--- src/rtl/master_in_port.sv ---
// Receiving end of the serial slave-to-master link.
// Grants the link with a ready/valid handshake, deserialises a fixed-length
// LSB-first frame, and buffers completed words in a first-word-fall-through FIFO.
module master_in_port #(
  parameter int DATA_WIDTH = 8,
  parameter int FIFO_DEPTH = 4,
  parameter int CNT_WIDTH  = 3
) (
  input  logic                  clk,
  input  logic                  reset,
  input  logic                  rx_enable,
  input  logic                  slave_valid,
  input  logic                  rx_data,
  output logic                  master_ready,
  output logic [DATA_WIDTH-1:0] data_out,
  output logic                  data_valid,
  input  logic                  data_ready,
  output logic                  rx_busy,
  output logic                  rx_done,
  output logic [CNT_WIDTH-1:0]  fifo_count
);

  localparam int BW = (DATA_WIDTH > 1) ? $clog2(DATA_WIDTH) : 1;
  localparam int PW = (FIFO_DEPTH > 1) ? $clog2(FIFO_DEPTH) : 1;

  typedef enum logic [1:0] {IDLE, ALIGN, SHIFT} state_t;

  state_t                state_q, state_d;
  logic [BW-1:0]         bit_cnt_q, bit_cnt_d;
  logic [DATA_WIDTH-1:0] shift_q, shift_d;
  logic                  rx_done_q, rx_done_d;
  logic [DATA_WIDTH-1:0] word;

  logic [DATA_WIDTH-1:0] mem_q [FIFO_DEPTH];
  logic [PW-1:0]         wr_ptr_q, rd_ptr_q, rd_next;
  logic [CNT_WIDTH-1:0]  count_q, count_d;
  logic [DATA_WIDTH-1:0] dout_q, dout_d;

  logic handshake, last_bit, push, pop;

  // A free FIFO slot is required before granting, which reserves the slot
  // for the whole frame; only pops can happen while a frame is in flight.
  assign master_ready = !reset && (state_q == IDLE) && rx_enable &&
                        (count_q < CNT_WIDTH'(FIFO_DEPTH));
  assign handshake    = master_ready && slave_valid;
  assign last_bit     = (state_q == SHIFT) && (bit_cnt_q == BW'(DATA_WIDTH - 1));
  assign push         = last_bit;
  assign pop          = data_valid && data_ready;
  assign rd_next      = rd_ptr_q + PW'(1);

  assign data_out   = dout_q;
  assign data_valid = (count_q != '0);
  assign rx_busy    = (state_q != IDLE);
  assign rx_done    = rx_done_q;
  assign fifo_count = count_q;

  // Receive FSM next state: ALIGN skips the cycle where the slave first drives bit 0.
  always_comb begin
    state_d         = state_q;
    bit_cnt_d       = bit_cnt_q;
    shift_d         = shift_q;
    rx_done_d       = 1'b0;
    word            = shift_q;
    word[bit_cnt_q] = rx_data;
    case (state_q)
      IDLE: begin
        if (handshake) begin
          state_d   = ALIGN;
          bit_cnt_d = '0;
        end
      end
      ALIGN: state_d = SHIFT;
      SHIFT: begin
        shift_d   = word;
        bit_cnt_d = bit_cnt_q + BW'(1);
        if (last_bit) begin
          state_d   = IDLE;
          rx_done_d = 1'b1;
        end
      end
      default: state_d = IDLE;
    endcase
  end

  // FIFO occupancy and registered head word; the head holds its value when empty.
  always_comb begin
    case ({push, pop})
      2'b10:   count_d = count_q + CNT_WIDTH'(1);
      2'b01:   count_d = count_q - CNT_WIDTH'(1);
      default: count_d = count_q;
    endcase
    dout_d = dout_q;
    if (count_d != '0) begin
      if (count_q == '0) begin
        dout_d = word;
      end else if (pop) begin
        dout_d = (count_q == CNT_WIDTH'(1)) ? word : mem_q[rd_next];
      end
    end
  end

  // Control and head-word registers, cleared by the asynchronous reset.
  always_ff @(posedge clk or posedge reset) begin
    if (reset) begin
      state_q   <= IDLE;
      bit_cnt_q <= '0;
      shift_q   <= '0;
      rx_done_q <= 1'b0;
      wr_ptr_q  <= '0;
      rd_ptr_q  <= '0;
      count_q   <= '0;
      dout_q    <= '0;
    end else begin
      state_q   <= state_d;
      bit_cnt_q <= bit_cnt_d;
      shift_q   <= shift_d;
      rx_done_q <= rx_done_d;
      count_q   <= count_d;
      dout_q    <= dout_d;
      if (push) wr_ptr_q <= wr_ptr_q + PW'(1);
      if (pop)  rd_ptr_q <= rd_next;
    end
  end

  // FIFO storage; contents are qualified by the count, so no reset is needed.
  always_ff @(posedge clk) begin
    if (push) mem_q[wr_ptr_q] <= word;
  end

endmodule

--- config.mk ---
export PLATFORM = sky130hd
export DESIGN_NAME = master_in_port
export DESIGN_NICKNAME = d
export VERILOG_FILES = /design/src/rtl/master_in_port.sv
export SDC_FILE = /design/constraint.sdc
export NUM_CORES = 1
export LEC_CHECK = 0
export BUFFER_PORTS_ARGS = -buffer_cell sky130_fd_sc_hd__buf_2
export CORE_UTILIZATION = 26
export CTS_BUF_LIST = sky130_fd_sc_hd__clkbuf_4
export CTS_CLUSTER_SIZE = 12
export DETAILED_ROUTE_END_ITERATION = 6
export HOLD_SLACK_MARGIN = 0.05
export PLACE_DENSITY_LB_ADDON = 0.15
export SKIP_LAST_GASP = 1
export SYNTH_ARGS = -nofsm -noshare
export SYNTH_HDL_FRONTEND = slang
export SYNTH_SLANG_ARGS = --single-unit
--- constraint.sdc ---
create_clock -name clk -period 3.6 [get_ports clk]
set_clock_uncertainty 0.05 [all_clocks]
set_input_delay 0.54 -clock clk [delete_from_list [all_inputs] [get_ports clk]]
set_output_delay 0.54 -clock clk [all_outputs]
set_load 0.1 [all_outputs]
# Word-level counts from Yosys, hierarchy flattened
# Memories as Yosys holds them, arrays and structs flattened.
# Cells that the tools add are included.
# word_totals
n_memories	1
ram_bits	32
register_bits	29
inputBits	6
output_inout_bits	15
elab_cells	58
# mem_list
name	words	word_bits	read_ports	rd_ports_with_merged_regs	write_ports	line_no	text
mem_q	4	8	1	0	1	34	logic [DATA_WIDTH-1:0] mem_q [FIFO_DEPTH];
# op_classes
reduce_logical	18
eq_ne	8
add_sub_neg	5
n_lt_le_gt_ge	3
mux	15
# op_table
op	n
$mux 8	3
$pmux 3 s2	2
$bwmux 8	1
$logic_and 1x1->1	7
$add 3x1->3 const B	2
$pmux 2 s3	1
$reduce_and 2->1	3
$reduce_bool 2->1	3
$reduce_bool 3->1	2
$add 2x1->2 const B	2
$eq 2x1->1 const B	2
$eq 2x2->1 const B	2
$lt 3x4->1 const B	1
$mux 1	4
$mux 2	2
$ne 2x2->1 const B	2
$demux 1 s3	1
$eq 3x1->1 const B	1
$eq 3x3->1 const B	1
$ge 3x1->1 const B	1
$logic_not 3->1	1
$lt 3x3->1 const B	1
$mux 3	1
$sub 3x1->3 const B	1
2 further kinds	2

# Longest topological paths before layout
# Gate-level depths: netlist of the first run.
# depth
word_depth	8
ltp_mapped	10
depth_no_buf	10

# Least setup slack after synthesis of the first run
# No wires, ideal clock.
# synth_timing
kind	reg-to-output
startpoint	reg count_q[2] (netlist: fifo_count[2])
endpoint	out master_ready
n_path_buf	1
setup_slack_ns	-1.195
arrival_ns	4.205
path_stages_with_launch	3
t_required_ns	3.010
cell_sequence	dfrtp_1 buf_4 nor4b_1
# synth_between
elab_chain_len	2
# synth_lines
element	line_no	text
start, declared	36	logic [CNT_WIDTH-1:0] count_q, count_d;
start signal, assigned	118	count_q <= count_d;
$lt 3x3->1	44	(count_q < CNT_WIDTH'(FIFO_DEPTH));
$logic_and 1x1->1	43	assign master_ready = !reset && (state_q == IDLE) && rx_enable &&
end, declared	14	output logic master_ready,
# Every way passes these cells.

# Worst setup path after layout of the first run
# layout_timing
startpoint	reg bit_cnt_q[0]
endpoint	reg dout_q[4] (netlist: data_out[4])
# layout_between
elab_chain_len	8
word_cells_on_any_way	16
cone_classes	order compare: 2; eq/ne: 3; mux: 7; reduce/logical: 4
# layout_lines
element	line_no	text
start, declared	29	logic [BW-1:0] bit_cnt_q, bit_cnt_d;
start signal, assigned	115	bit_cnt_q <= bit_cnt_d;
$lt 3x4->1 (not written as such) or $ge 3x1->1 (tied branches)	64	word[bit_cnt_q] = rx_data;
$logic_and 1x1->1 (not written as such)	64	
$mux 1 (not written as such)	64	
$demux 1 s3	64	
$bwmux 8	64	
$mux 8	97	dout_d = (count_q == CNT_WIDTH'(1)) ? word : mem_q[rd_next];
$mux 8	96	end else if (pop) begin
$mux 8	94	if (count_q == '0) begin
end signal, assigned	119	dout_q <= dout_d;
end, declared	37	logic [DATA_WIDTH-1:0] dout_q, dout_d;
# Several ways; a longest one is shown, not always the timed one. The select of a mux whose other input is x is not followed.
# A chain may end at the register's enable or synchronous reset.

==> results summary, run 1 <==
The run finished with clean final reports. The cell at the root of the clock tree is clkbuf_4. The worst register-to-register path ends at data_out[4]$_DFFE_PP0P_. The detailed-route wire length per cell came out at roughly 16 µm. The sequential cell area is 1687 µm². The Yosys warning count is 0.

The clock sink count is between 60 and 70. The register bit total from synthesis came out at 61. The largest driver fanout on the critical path came out at 11.

The portion of the clock cycle consumed by the worst path in the final layout came out at 79.27%. The synthesized netlist devotes 6.991% of its cell area to compound gates. The deepest clock path buffer count is 2. In this design, the critical path's most frequently occurring cell is ha_1. The slew at the pin closest to its max-slew limit is 0.6220 ns. For this run, the leading register cell type out of synthesis is edfxtp_1.

The power density over the cells came out at 616.3 nW/µm². The critical path is of the register to register type. The synthesized netlist devotes 10.09% of its cell area to simple gates.

The fraction of final layout cells with drive strength greater than 1 came out at 25.42%. The setup-violating endpoint count in the final report is 0. The worst hold path belongs to the class input pin to asynchronous set/reset pin.

The initial antenna violation count came out at 0. The count of antenna diodes in the layout is 0. Setup repair after global routing left no endpoint under its margin. The number of nets with antenna violations after detailed routing came out at 0.

The count of input and output buffers is 20. The first-iteration detailed-routing DRC count came out at 56. In this design, the stage delay of the slowest critical-path cell is 0.54 ns.

At the placement stage, the worst setup path has a slack of roughly 0.8 ns. The remaining routing DRC violations is 0. The layout has 1,085 filler cells. In this run the static leakage power is 1.399 nW. The post-CTS clock slew at the launch and capture registers of the worst setup and hold paths came out at between 0.1 and 0.15 ns. The H-tree depth came out at 3.

The final total negative setup slack is 0 ns. The area inside the core boundary is approximately 10,000 µm². The number of vias per cell after detailed routing came out at approximately 4.3. The pin count of the biggest net entering global routing came out at 30. The post-synthesis cell area is approximately 2800 µm².

The synthesized instance count came out at roughly 210. Buffers inserted to repair hold after CTS numbered 0. STA classifies the critical path endpoint as a register. The overall die area came out at between 10,000 and 15,000 µm². The adder-cell share of the synthesized area came out at under 10%.

The final hold violation count is 0. The floorplan step set the die width to between 100 and 150 µm. The routed wire length is approximately 5.9 mm. The global placement routability congestion is around 0.72. TritonCTS built the clock tree.

At the worst endpoint, the required time is 3.83 ns. Clock tree synthesis inserted a total of 9 buffers. The combined area of the multi-input logic cells is between 1000 and 1500 µm².

The average size of a mapped cell is about 14 µm². The number of global-route vias before repair is ~1,600. The row count came out at 37.

The upper clock frequency limit is around 350 MHz. The post-cts gate resize count is 0. At the end of the flow, the number of nets in the layout was 249. The detailed-route via count is ~1,600. After synthesis, the largest family of logic cells by area is multiplexers. The sequential share of the synthesized area came out at between 50% and 60%. The number of different library cells used by synthesis comes to 37. Traced cell by cell, the critical path runs through ha_1, ha_1, nand2_1, ha_1, and4bb_1, a211oi_2, a41oi_4, mux2_2. The worst path arrival time is between 3 and 4 ns. The pre-antenna-repair detailed-routing pass consisted of 4 iterations.

The number of nets handed over by synthesis was around 230. The final worst setup slack came out at between 0.7 and 0.8 ns. The number of setup buffers added after CTS is 0. The number of pins exceeding their max-slew limit in the final report is 0.

The number of non-filler instances in the completed layout is roughly 370. The worst reg-to-reg setup slack is about 0.75 ns. The worst register-to-register path has a depth of 8. The first global-routing pass estimated slightly above 9 mm of wire.

Headroom to the max-slew limit came out at between 50 and 60%. The async set-or-reset flop fraction in the synthesized netlist is around 48%. Max-cap violations in this run came to 0. The starting density of the core is approximately 27%. The fraction of the core area covered by cells at the end of the flow came out at a little under a third.

Measured along the y axis, the die boundary spans between 100 and 150 µm. The area share of xor/xnor cells in the synthesized design came out at 0.9292%. The cell count after placement is 356.

Yosys mapped a number of flops with a built-in enable equal to 32. For this design the top-level I/O count stands at 21. The multiplexer share of the synthesized area is roughly an eighth. Summed over all layers, the global routing overflow is 0. The completed layout was analyzed and its total power is ~0.0020 W. The post-synthesis to final-layout area growth is 13.36%. The worst supply voltage drop on vdd came out at approximately 0.18 mV. The type of origin of the critical path is a register.

The minimum clock period after layout came out at approximately 2.9 ns. The origin of the critical flop-to-flop path is bit_cnt_q[0]$_DFFE_PP0P_. At the later pin of the worst-skew pair, clock insertion delay measures ~0.40 ns. The total track usage came out at a little under an eighth. The slowest stage of the critical path is the dfrtp_1 cell.

Summed over all nets, the half-perimeter wirelength after detailed placement is between 3 and 4 mm.
-- worst max-delay path by stage --
| stage | startpoint | endpoint | slack, ns | cells past startpoint |
|---|---|---|---|---|
| floorplan | fifo_count[0]$_DFF_PP0_ | data_out[3]$_DFFE_PP0P_ | 0.04 | 10 |
| global placement | bit_cnt_q[0]$_DFFE_PP0P_ | data_out[3]$_DFFE_PP0P_ | 0.86 | 8 |
| detailed placement | bit_cnt_q[1]$_DFFE_PP0P_ | data_out[7]$_DFFE_PP0P_ | 0.78 | 8 |
| CTS | bit_cnt_q[0]$_DFFE_PP0P_ | data_out[4]$_DFFE_PP0P_ | 0.74 | 8 |
| global route | bit_cnt_q[0]$_DFFE_PP0P_ | data_out[4]$_DFFE_PP0P_ | 0.47 | 8 |
| finish | bit_cnt_q[0]$_DFFE_PP0P_ | data_out[4]$_DFFE_PP0P_ | 0.75 | 8 |
-- logic make-up (layout without fill, tap and decap cells) --
kind of cell             after synthesis  after routing
XOR/XNOR                               3              3
flip-flops                            61             61
buffers and inverters                 28             55
AND/OR/NAND/NOR                       51             51
AO/OA/AOI/OAI                         29             29
adder cells (fa/ha/maj)               12             12
multiplexers                          25             25
-- through the flow --
step	hold WS, ns	cell area, µm²
after floorplan	0.3992	2836
after global placement	0.4114	3072
after detailed placement	0.4203	3072
after CTS	0.1491	3206
after global routing	0.1918	3206
final	0.1686	3206
-- where the power goes --
group          internal [W]  total (W)  switching (W)
clock              0.000223   0.000473       0.000250
combinational      0.000166   0.000548       0.000382
sequential         0.000865   0.000955      0.0000893
-- per-layer routing --
metal  vias up  GRT usage, %  share of wire [%]  routed length (µm)
met5         -             0                  0                   0
met4         0         3.571                1.2                  69
met3         6         4.292                3.3                 194
met2        22         17.35                 44                2645
met1       786         15.45                 51                3034
li1        792             -                  -                   -
-- sequential cells by signal, indices dropped and copies added, names as in the netlist --
| signal | count |
|---|---|
| mem_q | 32 |
| state_q | 2 |
| bit_cnt_q | 3 |
| wr_ptr_q | 2 |
| fifo_count | 3 |
| rx_done | 1 |
| data_out | 8 |
| rd_ptr_q | 2 |
| shift_q | 8 |
-- worst max-delay path: cells and delay by family (launching register included) --
| kind | cells | cell delay [ns] |
|---|---|---|
| mux | 1 | 0.39 |
| fa+ha+maj | 3 | 0.87 |
| compound gates | 2 | 0.45 |
| simple gates | 2 | 0.44 |
| flops | 1 | 0.54 |
-- layout by cell type, fill, tap and decap left out, drive strengths merged, types with 2 or more instances in the layout --
cell type / count
a21oi: 6
mux2: 8
xnor2: 3
buf: 21
inv: 18
mux2i: 9
edfxtp: 32
or2: 2
clkbuf: 11
nor2b: 3
nor2: 7
o21ai: 14
clkinv: 3
a22o: 2
o21bai: 2
nor3b: 5
ha: 12
dfrtp: 29
nand2b: 3
nand3b: 3
nand3: 3
mux4: 8
and3: 4
nand2: 15
-- synth_stat cells (2+ instances only) --
| cell type | count | area, µm² |
|---|---|---|
| o21ai_0 | 13 | 65.06 |
| a22o_1 | 2 | 17.52 |
| nand3_1 | 3 | 15.01 |
| clkbuf_1 | 8 | 30.03 |
| nor2_1 | 7 | 26.28 |
| a21oi_1 | 6 | 30.03 |
| and3_1 | 4 | 25.02 |
| inv_1 | 18 | 67.56 |
| o21bai_1 | 2 | 15.01 |
| ha_1 | 12 | 150.1 |
| or2_2 | 2 | 12.51 |
| mux2_4 | 3 | 45.04 |
| mux2_2 | 5 | 56.30 |
| nor3b_1 | 5 | 37.54 |
| xnor2_1 | 3 | 26.28 |
| nand3b_1 | 3 | 22.52 |
| mux4_2 | 8 | 180.2 |
| edfxtp_1 | 32 | 960.9 |
| nor2b_1 | 3 | 18.77 |
| nand2_1 | 15 | 56.30 |
| dfrtp_1 | 29 | 725.7 |
| nand2b_1 | 3 | 18.77 |
| mux2i_1 | 9 | 90.09 |
-- layout make-up --
cell class,count,share of cell area (%)
tap,136,5.308
clock inverter,5,1.600
sequential,61,52.62
multi-input combinational,120,32.44
inverter,18,2.108
clock buffer,11,2.576
timing repair buffer,21,3.357
(Power assumes the default switching activity.)
==> run 2: changes to the inputs <==
==> constraint.sdc (replaced) <==
create_clock -name clk -period 2.7 [get_ports clk]
set_clock_uncertainty 0.05 [all_clocks]
set_input_delay 0.405 -clock clk [delete_from_list [all_inputs] [get_ports clk]]
set_output_delay 0.405 -clock clk [all_outputs]
set_load 0.1 [all_outputs]
==> run 2 against run 1 <==
Compared with the run above: die area is the same; register-to-register slack worse by 0.60 ns; sequential cell count did not move; combinational power rose by 50%; critical path type unchanged; final area grew 4.6%; global-route usage increased by 0.21 points.
==> results summary, run 2 (same netlist as run 1, synthesis figures left out) <==
The pin count of the biggest net entering global routing came out at 19 (-37%). The worst path arrival time is 2.80 ns (-0.29 ns). The detailed-route wire length per cell came to 15.64 µm (-2.1%). The slew at the pin closest to its max-slew limit came out at 0.6434 ns (+0.02139 ns).

The run finished with clean final reports. For this design, the slowest cell found on the critical path is a41oi_4. The TritonCTS clock tree is built. The cell at the root of the clock tree is clkbuf_4.

The maximum single-stage delay on the critical path is 0.43 ns (-0.11 ns). The fraction of the core area covered by cells at the end of the flow was 32.20% (+1.4 points). The number of pins exceeding their max-slew limit in the final report came out at 0 (unchanged). The minimum clock period after layout is 2.558 ns (-0.2953 ns). Setup repair after global routing left no endpoint under its margin. The detailed-route via count was 1,635 (+1.8%). The setup-violating endpoint count in the final report is 0 (unchanged).

The power density over the cells is 825.8 nW/µm² (+34%). mem_q holds more flip-flops than any other register. The path class of the tightest hold or removal check is input pin to register.

The final net count came out at 256 (+2.8%). The H-tree depth is 3 (unchanged). The sum of net half-perimeters after detailed placement came out at 4.095 mm (+2.7%).

The portion of the clock cycle consumed by the worst path in the final layout came out at 94.76% (+15 points). The final hold violation count came out at 0 (unchanged). The count of input and output buffers is 20 (unchanged).

The number of global-route vias before repair came out at 1,692 (+5.4%). The number of vias per cell after detailed routing is 4.314 (about the same). Broken down by cell family, the worst path's largest delay share belongs to adder cells. The post-synthesis to final-layout area growth is 18.63%.

The upper clock frequency limit is 390.9 MHz (+12%). The worst max-slew margin expressed relative to the limit came out at 57.11% (-1.4 points). The initial antenna violation count came to 0 (unchanged). The number of detailed-routing iterations run before antenna repair came out at 4 (unchanged).

The global placement routability congestion came out at 0.6753 (-6.0%). The row count was 37 (unchanged). The total track usage came out at 11.78% (+0.21 points).

The area inside the core boundary came out at 10,420 µm² (unchanged). The routed wire length came out at 5.927 mm (-0.29%). The worst supply voltage drop on vdd came out at 0.2165 mV (+22%). The number of nets with antenna violations after detailed routing is 0 (unchanged). The required time reported for the critical path endpoint is 2.94 ns (-0.89 ns). The number of flip-flops in the largest register is 32 (unchanged). The number of top-level design ports was 21 (unchanged). The global-route wire length before repair came out at 9.411 mm (+2.5%).

Counting stages on the worst path, the most repeated cell is ha_1. The critical path buffer and inverter count is 1 (+1). The first-iteration detailed-routing DRC count is 43 (-23%). The clock sink count came out at 61 (unchanged). The total CTS buffers is 9 (unchanged).

The die height is 106.3 µm (unchanged). The critical path endpoint category is a register. Leaving out fill and tap cells, the most frequent cells in the layout are 32 x edfxtp_1, 26 x dfrtp_1, 20 x buf_2. The source-to-sink clock delay at the later pin of the worst-skew pair is 0.40 ns (about the same). The post-CTS clock slew at the launch and capture registers of the worst setup and hold paths is 0.11 ns (about the same). The max-capacitance violation count is 0 (unchanged). The largest driver fanout on the critical path is 8 (-3). The fraction of final layout cells with drive strength greater than 1 is 31.69% (+6.3 points).

The hold slack is 0.2671 ns (+0.09853 ns). The worst setup slack after placement is 0.1360 ns (-0.6407 ns). The x dimension of the die is 106.3 µm (unchanged). The final worst setup slack is 0.1416 ns (-0.6047 ns). The remaining routing DRC violations came out at 0 (unchanged).

The worst setup path is launched from a register. The type of the worst setup path is register to register. Leaving out fill and tap cells, the most frequent cell in the layout is edfxtp_1.

The count of antenna diodes in the layout came out at 0 (unchanged). The overall die area came to 11,300 µm² (unchanged). The fill cell total of the finished layout came out at 1,073 (-1.1%). The total grt overflow came out at 0 (unchanged). The leakage power figure came out at 1.454 nW (+3.9%). The final total negative setup slack is 0 ns (unchanged). The starting density of the core came out at 27.15% (unchanged).

The critical path goes through ha_1, ha_1, nand2_1, buf_4, ha_4, and4bb_1, a211oi_2, a41oi_4, mux2_2. The deepest clock path buffer count was 2 (unchanged).
run 2: changes by cell type in the layout (fill, tap and decap cells not counted), sizes merged:
cell and change:
buf +6, clkinvlp +1, dlygate4sd3 +1, bufinv +1, clkbuf -2
run 2: final timing paths:
| check | slack, ns | end | from | depth (start not counted) |
|---|---|---|---|---|
| worst max-delay path | 0.14 | data_out[3]$_DFFE_PP0P_ | bit_cnt_q[0]$_DFFE_PP0P_ | 9 |
| worst min-delay path | 0.27 | rd_ptr_q[0]$_DFFE_PP0P_ | data_ready | 3 |
| worst max register to register | 0.14 | data_out[3]$_DFFE_PP0P_ | bit_cnt_q[0]$_DFFE_PP0P_ | 9 |
| worst min register to register | 0.44 | shift_q[4]$_DFFE_PP0P_ | shift_q[4]$_DFFE_PP0P_ | 2 |
| max in group asynchronous | 1.34 | fifo_count[0]$_DFF_PP0_ | reset | 4 |
| min in group asynchronous | 0.59 | fifo_count[1]$_DFF_PP0_ | reset | 3 |
run 2: layer usage:
layer  global-route usage (%)  routed length, µm  vias to the layer above
met5                        0                  0                        -
met4                    4.762                 70                        0
met3                    3.679                192                        7
met1                    15.48               2882                      800
met2                    17.95               2781                       24
li1                         -                  -                      804
run 2: worst register-to-register path, stage by stage, from the launching register on:
cell and delay (ns):
dfrtp_1 0.40, ha_1 0.20, ha_1 0.20, nand2_1 0.12, buf_4 0.14, ha_4 0.22, and4bb_1 0.26, a211oi_2 0.06
a41oi_4 0.43, mux2_2 0.39
run 2: cell type report:
type	instances	area, µm²	share of cell area, %
clock inverter	7	90.09	2.686
clock buffer	9	67.56	2.014
timing repair buffer	28	162.7	4.849
multi-input combinational	120	1094	32.60
inverter	18	72.57	2.163
tap	136	170.2	5.073
sequential	61	1698	50.62
run 2: power by group:
part	internal, W	switching, W
clock	0.000370	0.000344
sequential	0.00115	0.0000789
combinational	0.000261	0.000562
total	0.00179	0.000984
run 2: what timing repair did:
action	4_1_cts	5_1_grt
setup buffers	0	0
endpoints found under the setup margin	0	4
hold endpoints to repair	13	0
hold buffers	1	0
resized for setup	0	1
run 2: through the flow:
stage | cells | power [W] | cell area [µm²]
finish | 379 | 0.002770 | 3354
global placement | 362 | 0.002082 | 3183
CTS | 379 | 0.002809 | 3351
global route | 379 | 0.002940 | 3354
floorplan | 209 | 0.001864 | 2907
detailed placement | 362 | 0.002083 | 3183
